<file path="config.mk">
export PLATFORM = sky130hd
export DESIGN_NAME = neighbour_counter_flat
export DESIGN_NICKNAME = d
export VERILOG_FILES = /design/src/rtl/neighbour_counter_pkg.sv /design/src/rtl/neighbour_counter_if.sv /design/src/rtl/neighbour_counter_sum.sv /design/src/rtl/neighbour_counter.sv /design/src/flat_wrapper.sv
export SDC_FILE = /design/constraint.sdc
export NUM_CORES = 2
export LEC_CHECK = 0
export ABC_AREA = 0
export BUFFER_PORTS_ARGS = -buffer_cell sky130_fd_sc_hd__buf_2
export CAP_MARGIN = 20
export CORE_ASPECT_RATIO = 2
export CORE_MARGIN = 3
export CORE_UTILIZATION = 57
export DETAILED_ROUTE_END_ITERATION = 7
export HOLD_SLACK_MARGIN = 0.15
export PLACE_DENSITY = 0.74
export REMOVE_ABC_BUFFERS = 1
export SLEW_MARGIN = 0
export SYNTH_ARGS = -nofsm -noshare
export SYNTH_HDL_FRONTEND = slang
export SYNTH_SLANG_ARGS = --single-unit
</file>
<file path="constraint.sdc">
create_clock -name clk -period 29.4 [get_ports clk]
set_input_delay 1.47 -clock clk [delete_from_list [all_inputs] [get_ports clk]]
set_output_delay 1.47 -clock clk [all_outputs]
set_load 0.01 [all_outputs]
</file>
<file path="src/rtl/neighbour_counter_pkg.sv">
// Shared constants and FSM encoding for the neighbour counter.
package neighbour_counter_pkg;
  localparam int MAX_DIM    = 16;
  localparam int CNT_W      = 4;
  localparam int IDX_W      = 4;
  localparam int DIM_EASY   = 8;
  localparam int DIM_MEDIUM = 10;
  localparam int DIM_HARD   = 16;

  typedef enum logic {IDLE, SCAN} state_t;
endpackage

</file>
<file path="src/rtl/neighbour_counter_if.sv">
// Control, board and read-port bundle between the game logic and the counter.
interface neighbour_counter_if;
  import neighbour_counter_pkg::*;
  logic                         start;
  logic [4:0]                   dimension_size;
  logic [MAX_DIM*MAX_DIM-1:0]   mine_map;
  logic                         busy;
  logic                         done;
  logic [IDX_W-1:0]             rd_x;
  logic [IDX_W-1:0]             rd_y;
  logic [CNT_W-1:0]             rd_count;
  logic                         rd_mine;

  modport master (output start, dimension_size, mine_map, rd_x, rd_y,
                  input  busy, done, rd_count, rd_mine);
  modport slave  (input  start, dimension_size, mine_map, rd_x, rd_y,
                  output busy, done, rd_count, rd_mine);
endinterface

</file>
<file path="src/rtl/neighbour_counter_sum.sv">
// Combinational 8-neighbour mine count for one cell, masked to the active dim x dim board.
module neighbour_sum
  import neighbour_counter_pkg::*;
(
  input  logic [MAX_DIM*MAX_DIM-1:0] snap,
  input  logic [IDX_W-1:0]           x,
  input  logic [IDX_W-1:0]           y,
  input  logic [4:0]                 dim,
  output logic [CNT_W-1:0]           sum
);
  int         nx, ny;
  logic [7:0] idx;

  always_comb begin
    sum = '0;
    nx  = 0;
    ny  = 0;
    idx = '0;
    for (int dy = -1; dy <= 1; dy++) begin
      for (int dx = -1; dx <= 1; dx++) begin
        nx = int'(x) + dx;
        ny = int'(y) + dy;
        // No wrap: neighbours off the active board contribute nothing.
        if (!(dx == 0 && dy == 0) && nx >= 0 && nx < int'(dim) &&
            ny >= 0 && ny < int'(dim)) begin
          idx = 8'(ny * MAX_DIM + nx);
          if (snap[idx]) sum = sum + CNT_W'(1);
        end
      end
    end
  end
endmodule

</file>
<file path="src/rtl/neighbour_counter.sv">
// Scans a snapshotted mine map one cell per clock and serves per-cell neighbour counts.
module neighbour_counter
  import neighbour_counter_pkg::*;
(
  input  logic               clk,
  input  logic               rst,
  neighbour_counter_if.slave bus
);
  state_t                     state, state_n;
  logic [IDX_W-1:0]           x, y;
  logic [4:0]                 dim, dim_req;
  logic [MAX_DIM*MAX_DIM-1:0] snap;
  logic [CNT_W-1:0]           cnt [MAX_DIM][MAX_DIM];
  logic [CNT_W-1:0]           sum;
  logic                       busy_q, done_q;
  logic [CNT_W-1:0]           rd_count_q;
  logic                       rd_mine_q;
  logic                       accept, x_last, last, rd_in;

  neighbour_sum u_sum (.snap(snap), .x(x), .y(y), .dim(dim), .sum(sum));

  assign dim_req = (bus.dimension_size > 5'd16) ? 5'd16 : bus.dimension_size;
  assign x_last  = ({1'b0, x} == dim - 5'd1);
  assign last    = x_last && ({1'b0, y} == dim - 5'd1);
  assign rd_in   = ({1'b0, bus.rd_x} < dim) && ({1'b0, bus.rd_y} < dim);

  always_comb begin
    state_n = state;
    accept  = 1'b0;
    case (state)
      IDLE: if (bus.start) begin
        accept = 1'b1;
        if (dim_req > 5'd1) state_n = SCAN;
      end
      SCAN: if (last) state_n = IDLE;
      default: state_n = IDLE;
    endcase
  end

  always_ff @(posedge clk) begin
    if (rst) begin
      state      <= IDLE;
      x          <= '0;
      y          <= '0;
      dim        <= '0;
      snap       <= '0;
      busy_q     <= 1'b0;
      done_q     <= 1'b0;
      rd_count_q <= '0;
      rd_mine_q  <= 1'b0;
      for (int i = 0; i < MAX_DIM; i++)
        for (int j = 0; j < MAX_DIM; j++) cnt[i][j] <= '0;
    end else begin
      state  <= state_n;
      done_q <= 1'b0;
      if (accept) begin
        snap   <= bus.mine_map;
        dim    <= dim_req;
        x      <= '0;
        y      <= '0;
        busy_q <= (dim_req > 5'd1);
        // Degenerate boards complete immediately with all counts zero.
        done_q <= (dim_req <= 5'd1);
        for (int i = 0; i < MAX_DIM; i++)
          for (int j = 0; j < MAX_DIM; j++) cnt[i][j] <= '0;
      end else if (state == SCAN) begin
        cnt[y][x] <= sum;
        if (x_last) begin
          x <= '0;
          y <= y + IDX_W'(1);
        end else begin
          x <= x + IDX_W'(1);
        end
        if (last) begin
          busy_q <= 1'b0;
          done_q <= 1'b1;
        end
      end
      // Non-blocking read sees the pre-write value of a cell updated this cycle.
      rd_count_q <= rd_in ? cnt[bus.rd_y][bus.rd_x] : '0;
      rd_mine_q  <= rd_in ? snap[{bus.rd_y, bus.rd_x}] : 1'b0;
    end
  end

  assign bus.busy     = busy_q;
  assign bus.done     = done_q;
  assign bus.rd_count = rd_count_q;
  assign bus.rd_mine  = rd_mine_q;
endmodule

</file>
<file path="src/flat_wrapper.sv">
// flat-port wrapper written by rule: the top's interface ports become plain ports
module neighbour_counter_flat import neighbour_counter_pkg::*;
  (clk, rst, bus_start, bus_dimension_size, bus_mine_map, bus_rd_x, bus_rd_y, bus_busy, bus_done, bus_rd_count, bus_rd_mine);
  neighbour_counter_if bus_i ();
  input  logic clk;
  input  logic rst;
  input wire logic [$bits(bus_i.start)-1:0] bus_start;
  input wire logic [$bits(bus_i.dimension_size)-1:0] bus_dimension_size;
  input wire logic [$bits(bus_i.mine_map)-1:0] bus_mine_map;
  input wire logic [$bits(bus_i.rd_x)-1:0] bus_rd_x;
  input wire logic [$bits(bus_i.rd_y)-1:0] bus_rd_y;
  output wire logic [$bits(bus_i.busy)-1:0] bus_busy;
  output wire logic [$bits(bus_i.done)-1:0] bus_done;
  output wire logic [$bits(bus_i.rd_count)-1:0] bus_rd_count;
  output wire logic [$bits(bus_i.rd_mine)-1:0] bus_rd_mine;
  assign bus_i.start = bus_start;
  assign bus_i.dimension_size = bus_dimension_size;
  assign bus_i.mine_map = bus_mine_map;
  assign bus_i.rd_x = bus_rd_x;
  assign bus_i.rd_y = bus_rd_y;
  assign bus_busy = bus_i.busy;
  assign bus_done = bus_i.done;
  assign bus_rd_count = bus_i.rd_count;
  assign bus_rd_mine = bus_i.rd_mine;
  neighbour_counter u_core (.clk(clk), .rst(rst), .bus(bus_i));
endmodule
</file>
==> key figures <==
Power
  – Cell Pwr Density: 56.2 nW/um^2
  – Leakage: 25.0 nW
  – Max IR drop VDD: 0.0483 mV
  – Total power: 0.00415 W

Floorplan
  – Core Rows: 179
  – Die X: 251 um
  – Core box area: 119000 sq um
  – I/O Pins: 279
  – Die height: 496 um
  – Die area: 125000 sq um
  – Starting Density: 0.574

Critical path
  – Worst-path fanout max: 107
  – Worst setup SP type: flop
  – Most numerous cell on the critical path: ha_1
  – FF-to-FF End: u_core.cnt[10][19]$_SDFFCE_PN0P_
  – Setup crit start: u_core.y[0]$_SDFFE_PP0P_
  – Reg2Reg Setup Slack: 16.90 ns
  – Crit-path max cell delay: 0.96 ns
  – Crit path capture type: flop
  – Slowest CP cell: ha_1
  – CP Capture Point: u_core.cnt[10][19]$_SDFFCE_PN0P_
  – Required @ worst endpoint: 29.87 ns
  – CP Class: flop to flop
  – CP arrival: 12.97 ns
  – R2R depth: 36
  – RR Startpoint: u_core.y[0]$_SDFFE_PP0P_

Status
  – Outcome: complete, but fails checks
  – Violated checks: design-rule violations

CTS
  – H-tree depth: 3
  – Post_cts resized: 0
  – CTS clk-pin slew, worst paths: 0.07 ns
  – # clock sinks: 1301
  – Setup bufs post-CTS: 0
  – Max clock buf depth: 3
  – Num CTS Buffers: 108
  – Clock Latency Late Sink: 0.76 ns
  – CTS tree: built
  – Hold-fix buffers at CTS: 0
  – Clock root cell: clkbuf_16

Finish
  – Layout cells sized above 1: 0.255
  – Filler instances: 8911
  – Fin nets: 5795
  – Fin util: 0.619
  – Post-route non-filler standard cell count: 7108
  – Area Growth Syn to Fin: 7.74%

Synthesis
  – Ranking of synthesized cells by area: edfxtp_1, mux4_2, dfxtp_1, nand2_1, nor2_1
  – Register bit total from synthesis: 1301
  – Synth Flop Type: edfxtp_1
  – Most common cell in the netlist: nand2_1
  – Area leader, netlist: edfxtp_1
  – Syn Area/Cell: 12.4 sq um
  – Register area share after synthesis: 0.530
  – Mapped Cells: 5515
  – Yosys top cell area share: 0.449
  – Ys Warns: 0
  – FFs w/ async S/R, synth: 0
  – Number of synthesized flops with an enable pin: 1024
  – Cell Area, Synth: 68400 sq um
  – Synth cell count leaders: nand2_1, edfxtp_1, nor2_1, mux4_2, clkbuf_1
  – Synth unique cells: 89

Drt
  – Via count: 47492
  – Drt initial violations: 5197
  – WL met1: 62.6 mm
  – Max layer used: met5
  – WL per Instance: 28.7 um
  – Post-route ant nets: 0
  – # DRC: 2
  – Final wirelength: 204 mm
  – Pre-antenna DRT Iters: 8
  – Vias per cell: 6.68
  – WL met3: 17.4 mm
  – Met2 Routed Length: 104 mm

Timing
  – Tcrit/Tclk final: 0.425
  – Relative slew slack: 0.0457
  – Final setup TNS: 0 ns
  – Minimum clock period: 12.50 ns
  – Slew Viols, Final: 0
  – Worst slew pin tran: 1.43 ns
  – Hold Vio Cnt, Final: 0
  – Worst Skew: 0.0291 ns
  – Setup violators final: 0
  – RSZ-0062 raised after global routing: no
  – Peak Freq: 0.0800 GHz

Global route
  – GRT Residual Overflow: 0
  – Total track usage: 0.328
  – Vias in the first global route: 47860
  – Initial antenna violation count: 18
  – First-pass GRT wire length: 302 mm
  – Largest net degree at the start of global routing: 188

Placement
  – Port Buffers: 278
  – Placed insts: 6883
  – Routability cong.: 1.08
  – Hpwl dp: 135 mm

Worst hold path
  – HP Class: flop to flop

Run
  – MaxCap Viol Count: 0
cell usage in the layout, fill, tap and decap left out, types with 12 or more instances in the layout:
cell / n
edfxtp_1: 1024
nand2_1: 1158
nor3_2: 241
a21oi_1: 276
nor2b_1: 17
o21ai_0: 19
clkbuf_1: 12
dfxtp_1: 274
nor2_1: 669
clkbuf_8: 15
inv_1: 29
clkbuf_16: 110
buf_2: 273
mux2_2: 32
a22oi_1: 13
mux2i_1: 107
clkinv_2: 21
nand2b_1: 17
diode_2: 18
and2_1: 22
a32oi_1: 27
nand3_1: 32
clkinv_1: 16
nor3_1: 185
bufinv_16: 12
ha_1: 63
mux4_2: 566
xnor2_1: 24
xor2_1: 17
buf_4: 58
logic make-up after synthesis:
logic type	count (synthesis)	synth area share
DFF	1301	0.530
and+or+nand+nor	2423	0.165
xor gates and xnor gates	50	0.00784
AOI/OAI and AO/OA	423	0.0379
adders and majority gates	66	0.0124
buffers and inverters	545	0.0392
muxes	707	0.207
state kept, by name (all words and copies together) (netlist names):
| register | flops |
|---|---|
| u_core.cnt | 1024 |
| u_core.snap | 256 |
| u_core.dim | 5 |
| u_core.bus.rd_count | 4 |
| u_core.x | 4 |
| u_core.y | 4 |
| u_core.bus.busy | 1 |
| u_core.bus.done | 1 |
| u_core.bus.rd_mine | 1 |
| u_core.state | 1 |
cell type report:
class                           count  area [sq um]  area share
Antenna cell                       18          45.0    0.000611
Sequential cell                  1301         36300       0.492
Clock inverter                     70           769      0.0104
Inverter                           34           133     0.00180
Multi-Input combinational cell   3669         29600       0.401
Timing Repair Buffer              343          2020      0.0274
Tap cell                         1538          1920      0.0261
Clock buffer                      135          2980      0.0404
through the flow:
stage,cell area [sq um],setup slack [ns],hold slack [ns]
final,73700,16.90,0.462
after CTS,73700,17.17,0.466
after global placement,69900,17.43,0.458
after floorplan,65900,-1.58,0.439
after detailed placement,69900,17.16,0.457
after global routing,73700,16.40,0.495
power by group:
group	internal [W]	total, W	switching [W]
combinational	0.000196	0.000476	0.000281
clock	0.000830	0.00153	0.000698
sequential	0.00208	0.00214	0.0000570
total	0.00311	0.00415	0.00104
per-layer routing:
metal / up-vias / track usage
li1: 20260 / -
met1: 23638 / 0.345
met2: 2807 / 0.572
met3: 777 / 0.0640
met4: 10 / 0.266
met5: - / 0
worst min path at each step:
stage,startpoint,end,cells after the start
floorplan,u_core.dim[1]$_SDFFE_PP0P_,u_core.dim[1]$_SDFFE_PP0P_,2
global placement,u_core.dim[1]$_SDFFE_PP0P_,u_core.dim[1]$_SDFFE_PP0P_,2
detailed placement,u_core.bus.busy$_SDFFE_PP0P_,u_core.bus.busy$_SDFFE_PP0P_,2
CTS,u_core.bus.busy$_SDFFE_PP0P_,u_core.bus.busy$_SDFFE_PP0P_,2
global route,u_core.bus.busy$_SDFFE_PP0P_,u_core.bus.busy$_SDFFE_PP0P_,2
finish,u_core.bus.busy$_SDFFE_PP0P_,u_core.bus.busy$_SDFFE_PP0P_,2
worst max-delay path: cells and delay by family (launching register included):
kind | cells | cell delay, ns
buf+inv | 7 | 3.48
flops | 1 | 0.70
xor+xnor | 1 | 0.33
simple gates | 10 | 2.26
fa+ha+maj | 8 | 3.15
mux | 1 | 0.32
compound gates | 9 | 1.76
Power figures use the tool's default switching activity.
